<file path="src/rtl/conv_lane_arbiter.sv">
// conv_lane_arbiter: four per-lane byte FIFOs feeding one 8-to-32 converter.
// A lane holding a full word (4 bytes) is granted round-robin and streamed
// as exactly four contiguous bytes, so every converter word comes from one
// lane and stays 4-byte aligned.
// Optional feature: define CONV_ARB_OVF_EN to enable sticky overflow flags.
module conv_lane_arbiter #(
    parameter int DEPTH = 8
) (
    input  logic        clk_4f,
    input  logic        reset_L,
    input  logic [3:0]  push,
    input  logic [31:0] push_data,
    output logic [3:0]  full,
    output logic [7:0]  out_data,
    output logic        out_valid,
    output logic [1:0]  out_lane,
    output logic        burst_start,
    output logic [3:0]  ovf
);

    localparam int PTR_W = $clog2(DEPTH);
    localparam int CNT_W = PTR_W + 1;

    typedef enum logic {IDLE, BURST} state_t;

    state_t           state_q;
    logic [1:0]       lane_q;
    logic [1:0]       rr_q;
    logic [1:0]       beat_q;
    logic [7:0]       out_data_q;
    logic             out_valid_q;
    logic [1:0]       out_lane_q;
    logic             burst_start_q;

    logic [7:0]       mem_q    [4][DEPTH];
    logic [PTR_W-1:0] wr_ptr_q [4];
    logic [PTR_W-1:0] rd_ptr_q [4];
    logic [CNT_W-1:0] cnt_q    [4];
    logic [CNT_W-1:0] cnt_d    [4];

    logic [3:0]       push_ok;
    logic [3:0]       pop;
    logic [3:0]       elig;
    logic             gnt_vld;
    logic [1:0]       gnt_lane;

    // Per-lane accept/pop strobes, next counts and eligibility; the lane
    // being popped this cycle is judged on the count it will have after the pop
    always_comb begin
        for (int i = 0; i < 4; i++) begin
            full[i]    = (cnt_q[i] == CNT_W'(DEPTH));
            push_ok[i] = push[i] && !full[i];
            pop[i]     = (state_q == BURST) && (lane_q == 2'(i));
            cnt_d[i]   = cnt_q[i] + CNT_W'(push_ok[i]) - CNT_W'(pop[i]);
            elig[i]    = (cnt_q[i] - CNT_W'(pop[i])) >= CNT_W'(4);
        end
    end

    // Round-robin search starting at rr; the lowest offset that is eligible wins
    always_comb begin
        gnt_vld  = 1'b0;
        gnt_lane = rr_q;
        for (int k = 3; k >= 0; k--) begin
            if (elig[rr_q + 2'(k)]) begin
                gnt_vld  = 1'b1;
                gnt_lane = rr_q + 2'(k);
            end
        end
    end

    // FIFO storage; contents need no reset because the pointers define validity
    always_ff @(posedge clk_4f) begin
        for (int i = 0; i < 4; i++) begin
            if (push_ok[i]) begin
                mem_q[i][wr_ptr_q[i]] <= push_data[8*i +: 8];
            end
        end
    end

    // FIFO pointers and occupancy counts
    always_ff @(posedge clk_4f or negedge reset_L) begin
        if (!reset_L) begin
            for (int i = 0; i < 4; i++) begin
                wr_ptr_q[i] <= '0;
                rd_ptr_q[i] <= '0;
                cnt_q[i]    <= '0;
            end
        end else begin
            for (int i = 0; i < 4; i++) begin
                if (push_ok[i]) wr_ptr_q[i] <= wr_ptr_q[i] + PTR_W'(1);
                if (pop[i])     rd_ptr_q[i] <= rd_ptr_q[i] + PTR_W'(1);
                cnt_q[i] <= cnt_d[i];
            end
        end
    end

    // Burst FSM with registered converter-side outputs
    always_ff @(posedge clk_4f or negedge reset_L) begin
        if (!reset_L) begin
            state_q       <= IDLE;
            lane_q        <= 2'd0;
            rr_q          <= 2'd0;
            beat_q        <= 2'd0;
            out_data_q    <= 8'd0;
            out_valid_q   <= 1'b0;
            out_lane_q    <= 2'd0;
            burst_start_q <= 1'b0;
        end else begin
            case (state_q)
                IDLE: begin
                    out_valid_q   <= 1'b0;
                    burst_start_q <= 1'b0;
                    if (gnt_vld) begin
                        state_q <= BURST;
                        lane_q  <= gnt_lane;
                        rr_q    <= gnt_lane + 2'd1;
                        beat_q  <= 2'd0;
                    end
                end
                BURST: begin
                    out_data_q    <= mem_q[lane_q][rd_ptr_q[lane_q]];
                    out_valid_q   <= 1'b1;
                    out_lane_q    <= lane_q;
                    burst_start_q <= (beat_q == 2'd0);
                    beat_q        <= beat_q + 2'd1;
                    if (beat_q == 2'd3) begin
                        if (gnt_vld) begin
                            lane_q <= gnt_lane;
                            rr_q   <= gnt_lane + 2'd1;
                        end else begin
                            state_q <= IDLE;
                        end
                    end
                end
                default: state_q <= IDLE;
            endcase
        end
    end

    assign out_data    = out_data_q;
    assign out_valid   = out_valid_q;
    assign out_lane    = out_lane_q;
    assign burst_start = burst_start_q;

`ifdef CONV_ARB_OVF_EN
    logic [3:0] ovf_q;

    // Sticky record of pushes dropped against a full lane
    always_ff @(posedge clk_4f or negedge reset_L) begin
        if (!reset_L) begin
            ovf_q <= 4'b0;
        end else begin
            ovf_q <= ovf_q | (push & full);
        end
    end

    assign ovf = ovf_q;
`else
    assign ovf = 4'b0;
`endif

endmodule

</file>
<file path="config.mk">
export PLATFORM = sky130hd
export DESIGN_NAME = conv_lane_arbiter
export DESIGN_NICKNAME = d
export VERILOG_FILES = /design/src/rtl/conv_lane_arbiter.sv
export SDC_FILE = /design/constraint.sdc
export NUM_CORES = 1
export LEC_CHECK = 0
export ABC_CLOCK_PERIOD_IN_PS = 2300
export CAP_MARGIN = 20
export CORE_UTILIZATION = 55
export CTS_BUF_LIST = sky130_fd_sc_hd__clkbuf_4 sky130_fd_sc_hd__clkbuf_8 sky130_fd_sc_hd__clkbuf_16
export CTS_CLUSTER_SIZE = 12
export DETAILED_ROUTE_END_ITERATION = 12
export GPL_ROUTABILITY_DRIVEN = 1
export PLACE_DENSITY_LB_ADDON = 0.25
export SYNTH_ARGS = -nofsm -noshare
export SYNTH_HDL_FRONTEND = slang
export SYNTH_SLANG_ARGS = --single-unit
</file>
<file path="constraint.sdc">
create_clock -name clk_4f -period 2.3 [get_ports clk_4f]
set_clock_uncertainty 0.05 [all_clocks]
set_input_delay 0.46 -clock clk_4f [delete_from_list [all_inputs] [get_ports clk_4f]]
set_output_delay 0.46 -clock clk_4f [all_outputs]
set_load 0.03 [all_outputs]
</file>
==> run metrics, run 1 <==
Num CTS Buffers=34; 1st-iter DRT viols=~820; Post-Synthesis Cells=roughly 950; Most used DFF post-synth=edfxtp_1; cell-internal power=between 15 and 20 mW; Final Cell Area=around 17000 um2; detailed-router iteration count before antenna repair=5; initial antenna violation count=0; endpoint class of the critical path=flop; Core Util, Final=0.699; sequential share of the synthesized area=0.668; Leak Pwr=6.53 nW; Syn Area/Cell=about 15 um2; HP Class=flop to flop; ys async rst share=0.187; # rows=between 50 and 60; most frequent cells after synthesis=edfxtp_1, mux2i_1, nand2_1; total track usage=0.244; buffers added on ports=53; Tcrit/Tclk final=1.02; via/cell ratio=about 5.7; fin nets=1203; Maximum Capacitance Violations=0; cell depth of the worst flop-to-flop path=9; Fill cells=~1600; total negative slack=-0.306 ns; hold slack=approximately 0.42 ns; placed inst area=roughly 15000 um2; number of synthesized flops with an enable pin=about 260; R2R Path Start=lane_q[1]; Placer Congestion=~0.91; kind of critical path=flop to flop; combinational share of power=0.472; top post-synthesis cells by area=edfxtp_1, dfrtp_1, mux2i_1, mux2_2, ha_1; FF+latch area=~9000 um2; Final HPWL DP=between 20 and 25 mm; Worst Hold Path EP=rd_ptr_q[5]; WP data required=2.64 ns; Final ANT Viol Nets=0; die area=25600 um2; Arrival @ worst endpoint=~2.7 ns; Clk pwr share=0.213; Sequential Power Share=0.316; crit path max fanout=8; RSZ-0062 raised after global routing=yes; Core Region=around 24000 um2; Synth Warn #=0; Mapped Area=between 10000 and 15000 um2; register clock-pin slew on the reported worst setup and hold paths=approximately 0.060 ns; outcome=finished with violations; Final Slew Violations=0; clk sinks=315; Antenna diodes=0; power per cell area=1510 nW/um2; Synth top area share=0.560; Multi-input gate area=roughly 4500 um2; number of global-route vias before repair=about 8300; Tot Pwr=roughly 26 mW; HP Start=rd_ptr_q[5]; Die W=between 150 and 200 um; clk root buf=clkbuf_16; most common cell in the netlist=edfxtp_1; Wirelength per Cell=21.7 um; area grow syn2layout=24.4%; vias post-DR=about 8400; FF-to-FF setup slack=-0.05 ns; final WL=about 32 mm; clk_lat worst skew=roughly 0.5 ns; pin count of the biggest net entering global routing=67; R2R Path End=out_data[4]; GRT overflow=0; cell taking the most area after synthesis=edfxtp_1; WHS Path Cells=1; failing checks=negative setup slack; post-synthesis cell type count=just over 50; first-pass GRT wire length=roughly 46 mm; Net Sw Frac=0.356; I/O Pins=just under 60; Sw Pwr=between 9 and 10 mW; fmax=about 0.42 GHz; CTS tree=yes; Initial Util=0.562; Final Setup Violations=10; htree depth=2; Remaining DRCs=0; Final WS setup=-0.0533 ns; DIE HEIGHT=between 150 and 200 um; synthesized flop and latch total=~320; final hold vios=0; layout cell share with drive strength beyond 1=0.280; crit path launch type=flop; CTS Buffer Depth=3; min Tclk post-route=roughly 2.4 ns; IR drop worst, VDD=about 1.0 mV
## worst max-delay path: stages (launching register included)
cell       delay, ns
dfrtp_2         0.42
buf_6           0.14
buf_6           0.11
mux4_2          0.31
buf_12          0.18
clkbuf_16       0.18
mux2_2          0.30
a22oi_2         0.19
a31oi_1         0.13
a41o_1          0.23
## area by class of cell
cell class	instances	area share
repair buffers	188	0.101
clock buffers	52	0.0616
multi-input cells	553	0.262
clock inverters	10	0.00550
flip-flops and latches	315	0.538
inverters	35	0.00778
well taps	324	0.0238
## worst max-delay path by stage
stage          startpoint          end  slack (ns)  depth (start not counted)
3_3_place_gp      push[1]     cnt_q[9]       -0.04                          9
6_report        lane_q[1]  out_data[4]       -0.05                          9
5_1_grt         lane_q[0]      rr_q[1]       -0.18                         10
4_1_cts         lane_q[0]      rr_q[1]       -0.06                         10
3_5_place_dp      push[3]     cnt_q[2]       -0.10                          9
2_1_floorplan    cnt_q[6]     cnt_q[6]       -0.06                         11
## state kept, by name, summed over array words and instances, names as in the netlist
signal	count
out_data	8
out_lane	2
wr_ptr_q	12
mem_q	256
beat_q	2
state_q	1
rr_q	2
burst_start	1
lane_q	2
rd_ptr_q	12
out_valid	1
cnt_q	16
## per-stage QoR
stage	worst slack, ns	cells
floorplan	-0.0560	948
global placement	-0.0382	1391
detailed placement	-0.101	1391
CTS	-0.0618	1459
global route	-0.180	1477
finish	-0.0533	1477
## kinds of logic after synthesis
family,synth area share
simple gates,0.0622
flops,0.668
other cells,0.000273
mux,0.108
buf+inv,0.0254
compound gates,0.0829
xor+xnor,0.0160
fa+ha+maj,0.0369
## layout by cell type, fill, tap and decap left out, types with 28 or more instances in the layout
cell / instances
a21oi_1: 56
buf_4: 114
clkbuf_16: 40
clkdlybuf4s50_1: 48
dfrtp_1: 54
edfxtp_1: 256
ha_1: 28
mux2_2: 56
mux2i_1: 73
nand2_1: 63
nor2_1: 37
## power by group through the flow
stage	Combinational, mW	Sequential (mW)	Clock, mW
6_report	12.1	8.11	5.46
5_1_grt	12.9	8.21	5.75
4_1_cts	10.6	8.11	5.52
3_5_place_dp	10.4	8.22	0
3_3_place_gp	10.2	8.18	0
2_1_floorplan	6.60	8.26	0
## routing by layer
| metal | wire, um | vias up | global-route usage | part of all wire |
|---|---|---|---|---|
| li1 | - | 3915 | - | - |
| met1 | 12700 | 4148 | 0.312 | 0.39 |
| met2 | 16100 | 298 | 0.415 | 0.50 |
| met3 | 2060 | 77 | 0.0371 | 0.064 |
| met4 | 1320 | 0 | 0.104 | 0.041 |
| met5 | 0 | - | 0 | 0 |
## timing repair
action | CTS | global route
resized for setup | 9 | 62
pin swaps | 7 | 15
endpoints found under the setup margin | 12 | 22
hold buffers | 1 | 0
endpoints found under the hold margin | 59 | 0
buffers inserted | 5 | 13
cloned | 0 | 6
(Power assumes the default switching activity.)
==> inputs of run 2 (changes only) <==
Settings changed: CORE_UTILIZATION 55 to 30.
==> run metrics, run 2 (synthesis results as in run 1) <==
Final WS setup=-0.0765 ns (-0.0232 ns); Final ANT Viol Nets=0 (unchanged); CTS Buffer Depth=3 (unchanged); 1st-iter DRT viols=652 (-20%); power per cell area=1480 nW/um2 (-1.5%); total track usage=0.143 (-0.100); Placer Congestion=0.837 (-8.1%); Antenna diodes=0 (unchanged); layout cell share with drive strength beyond 1=0.281 (+0.00133); Final HPWL DP=23.9 mm (+14%); detailed-router iteration count before antenna repair=5 (unchanged); Layout Cells excl Fill=1736 (+18%); min Tclk post-route=2.38 ns (+0.0232 ns); die area=46600 um2 (+82%); R2R Path End=out_data[5]; Tcrit/Tclk final=1.03 (+0.0101); number of global-route vias before repair=7834 (-5.4%); placed cell count=1656 (+19%); Leak Pwr=6.47 nW (-0.81%); WP data required=2.67 ns (+0.03 ns); Core Util, Final=0.389 (-0.310); Maximum Capacitance Violations=0 (unchanged); Wirelength per Cell=19.3 um (-11%); area grow syn2layout=26.7%; initial antenna violation count=0 (unchanged); FF-to-FF setup slack=-0.08 ns (-0.02 ns); Final Slew Violations=0 (unchanged); fmax=0.421 GHz (-0.97%); measured slew at the worst slew-check pin=slightly below 0.6 ns; clk sinks=315 (unchanged); most common cell after layout, fill and taps aside=edfxtp_1; IR drop worst, VDD=0.725 mV (-28%); RSZ-0062 raised after global routing=yes; Core Region=44700 um2 (+83%); htree depth=2 (unchanged); pin count of the biggest net entering global routing=90 (+34%); Die W=216 um (+35%); HP Class=input pin to async pin; R2R Path Start=lane_q[0]; placed inst area=15800 um2 (+2.1%); Num CTS Buffers=37 (+8.8%); pre-CTS setup slack=-0.128 ns (-0.0272 ns); outcome=finished with violations; cell depth of the worst flop-to-flop path=7 (-2); register clock-pin slew on the reported worst setup and hold paths=0.06 ns (about the same); Fill cells=4212 (+160%); endpoint class of the critical path=flop; crit path launch type=flop; Arrival @ worst endpoint=2.75 ns (+0.06 ns); final WL=33.5 mm (+4.4%); vias post-DR=8192 (-2.9%); crit path max fanout=11 (+3); Final Setup Violations=11 (+1); GRT overflow=0 (unchanged); Initial Util=0.307 (-0.256); I/O Pins=58 (unchanged); Remaining DRCs=0 (unchanged); most frequent cells in the layout=edfxtp_1, buf_4, mux2i_1; CTS tree=yes; DIE HEIGHT=216 um (+35%); max FFs per register=256 (unchanged); failing checks=negative setup slack; # rows=77 (+35%); relative slew slack=0.612; clk_lat worst skew=0.53 ns (+0.03 ns); final hold vios=0 (unchanged); fin nets=1194 (-0.75%); clk root buf=clkbuf_16; first-pass GRT wire length=49.3 mm (+6.3%); via/cell ratio=4.72 (-17%); kind of critical path=flop to flop; Final Cell Area=17400 um2 (+1.9%); buffers added on ports=53 (unchanged)
## run 2: changes by cell type in the layout (fill, tap and decap cells not counted), moves of 5 or more
cell / before / now
a22oi_1: 5 / 11
mux2_2: 56 / 61
a22oi_2: 19 / 13
clkbuf_4: 14 / 9
mux2_4: 5 / 0
## run 2: critical path, cell delays in order, from the launching register on
cell     delay (ns)
dfrtp_2        0.40
mux4_2         0.58
buf_12         0.20
buf_12         0.15
mux2_2         0.31
a22oi_2        0.19
a31oi_1        0.13
a41o_1         0.23
## run 2: final cells by class
class,instances,area [um2],share of cell area
clock buffer,50,1070,0.0616
clock inverter,15,183,0.0105
timing repair buffer,176,1580,0.0906
tap,592,741,0.0426
sequential,315,9170,0.527
multi-input combinational,553,4510,0.260
inverter,35,133,0.00763
## run 2: timing repair
action / CTS / global route
buffers inserted: 2 / 11
gates resized for setup: 22 / 55
endpoints found under the setup margin: 18 / 29
pin swaps: 2 / 14
cloned: 0 / 1
hold buffers: 1 / 0
endpoints found under the hold margin: 29 / 0
## run 2: metrics by stage
stage / hold slack [ns] / setup TNS [ns] / total power, mW
2_1_floorplan: 0.114 / -0.352 / 14.9
3_3_place_gp: 0.411 / -0.644 / 18.9
3_5_place_dp: 0.411 / -1.03 / 19.0
4_1_cts: 0.398 / -0.379 / 25.1
5_1_grt: 0.415 / -1.76 / 27.3
6_report: 0.399 / -0.457 / 25.8
## run 2: worst max-delay path by stage
stage          depth (start not counted)  slack, ns     endpoint  startpoint
2_1_floorplan                         11      -0.06     cnt_q[6]    cnt_q[6]
3_3_place_gp                           9      -0.11     cnt_q[6]     push[2]
3_5_place_dp                           9      -0.13     cnt_q[6]     push[2]
4_1_cts                                7      -0.05  out_data[6]   lane_q[0]
5_1_grt                               10      -0.16      rr_q[1]   lane_q[0]
6_report                               7      -0.08  out_data[5]   lane_q[0]
## run 2: power breakdown
group / switching [mW] / total, mW / leakage (nW) / internal [mW]
Sequential: 0.700 / 8.16 / 3.01 / 7.46
Combinational: 6.20 / 11.6 / 2.84 / 5.45
Clock: 2.26 / 5.98 / 0.627 / 3.72
## run 2: metal layers
metal	wire length (um)	track usage
met1	15600	0.198
met3	1460	0.0279
met5	0	0
met2	15600	0.225
met4	854	0.0487
==> inputs of run 3 (changes only) <==
Settings changed: CORE_UTILIZATION 30 to 55.
==> results of run 3 <==
No change in the layout: final DEF, timing and power equal those of run 1.
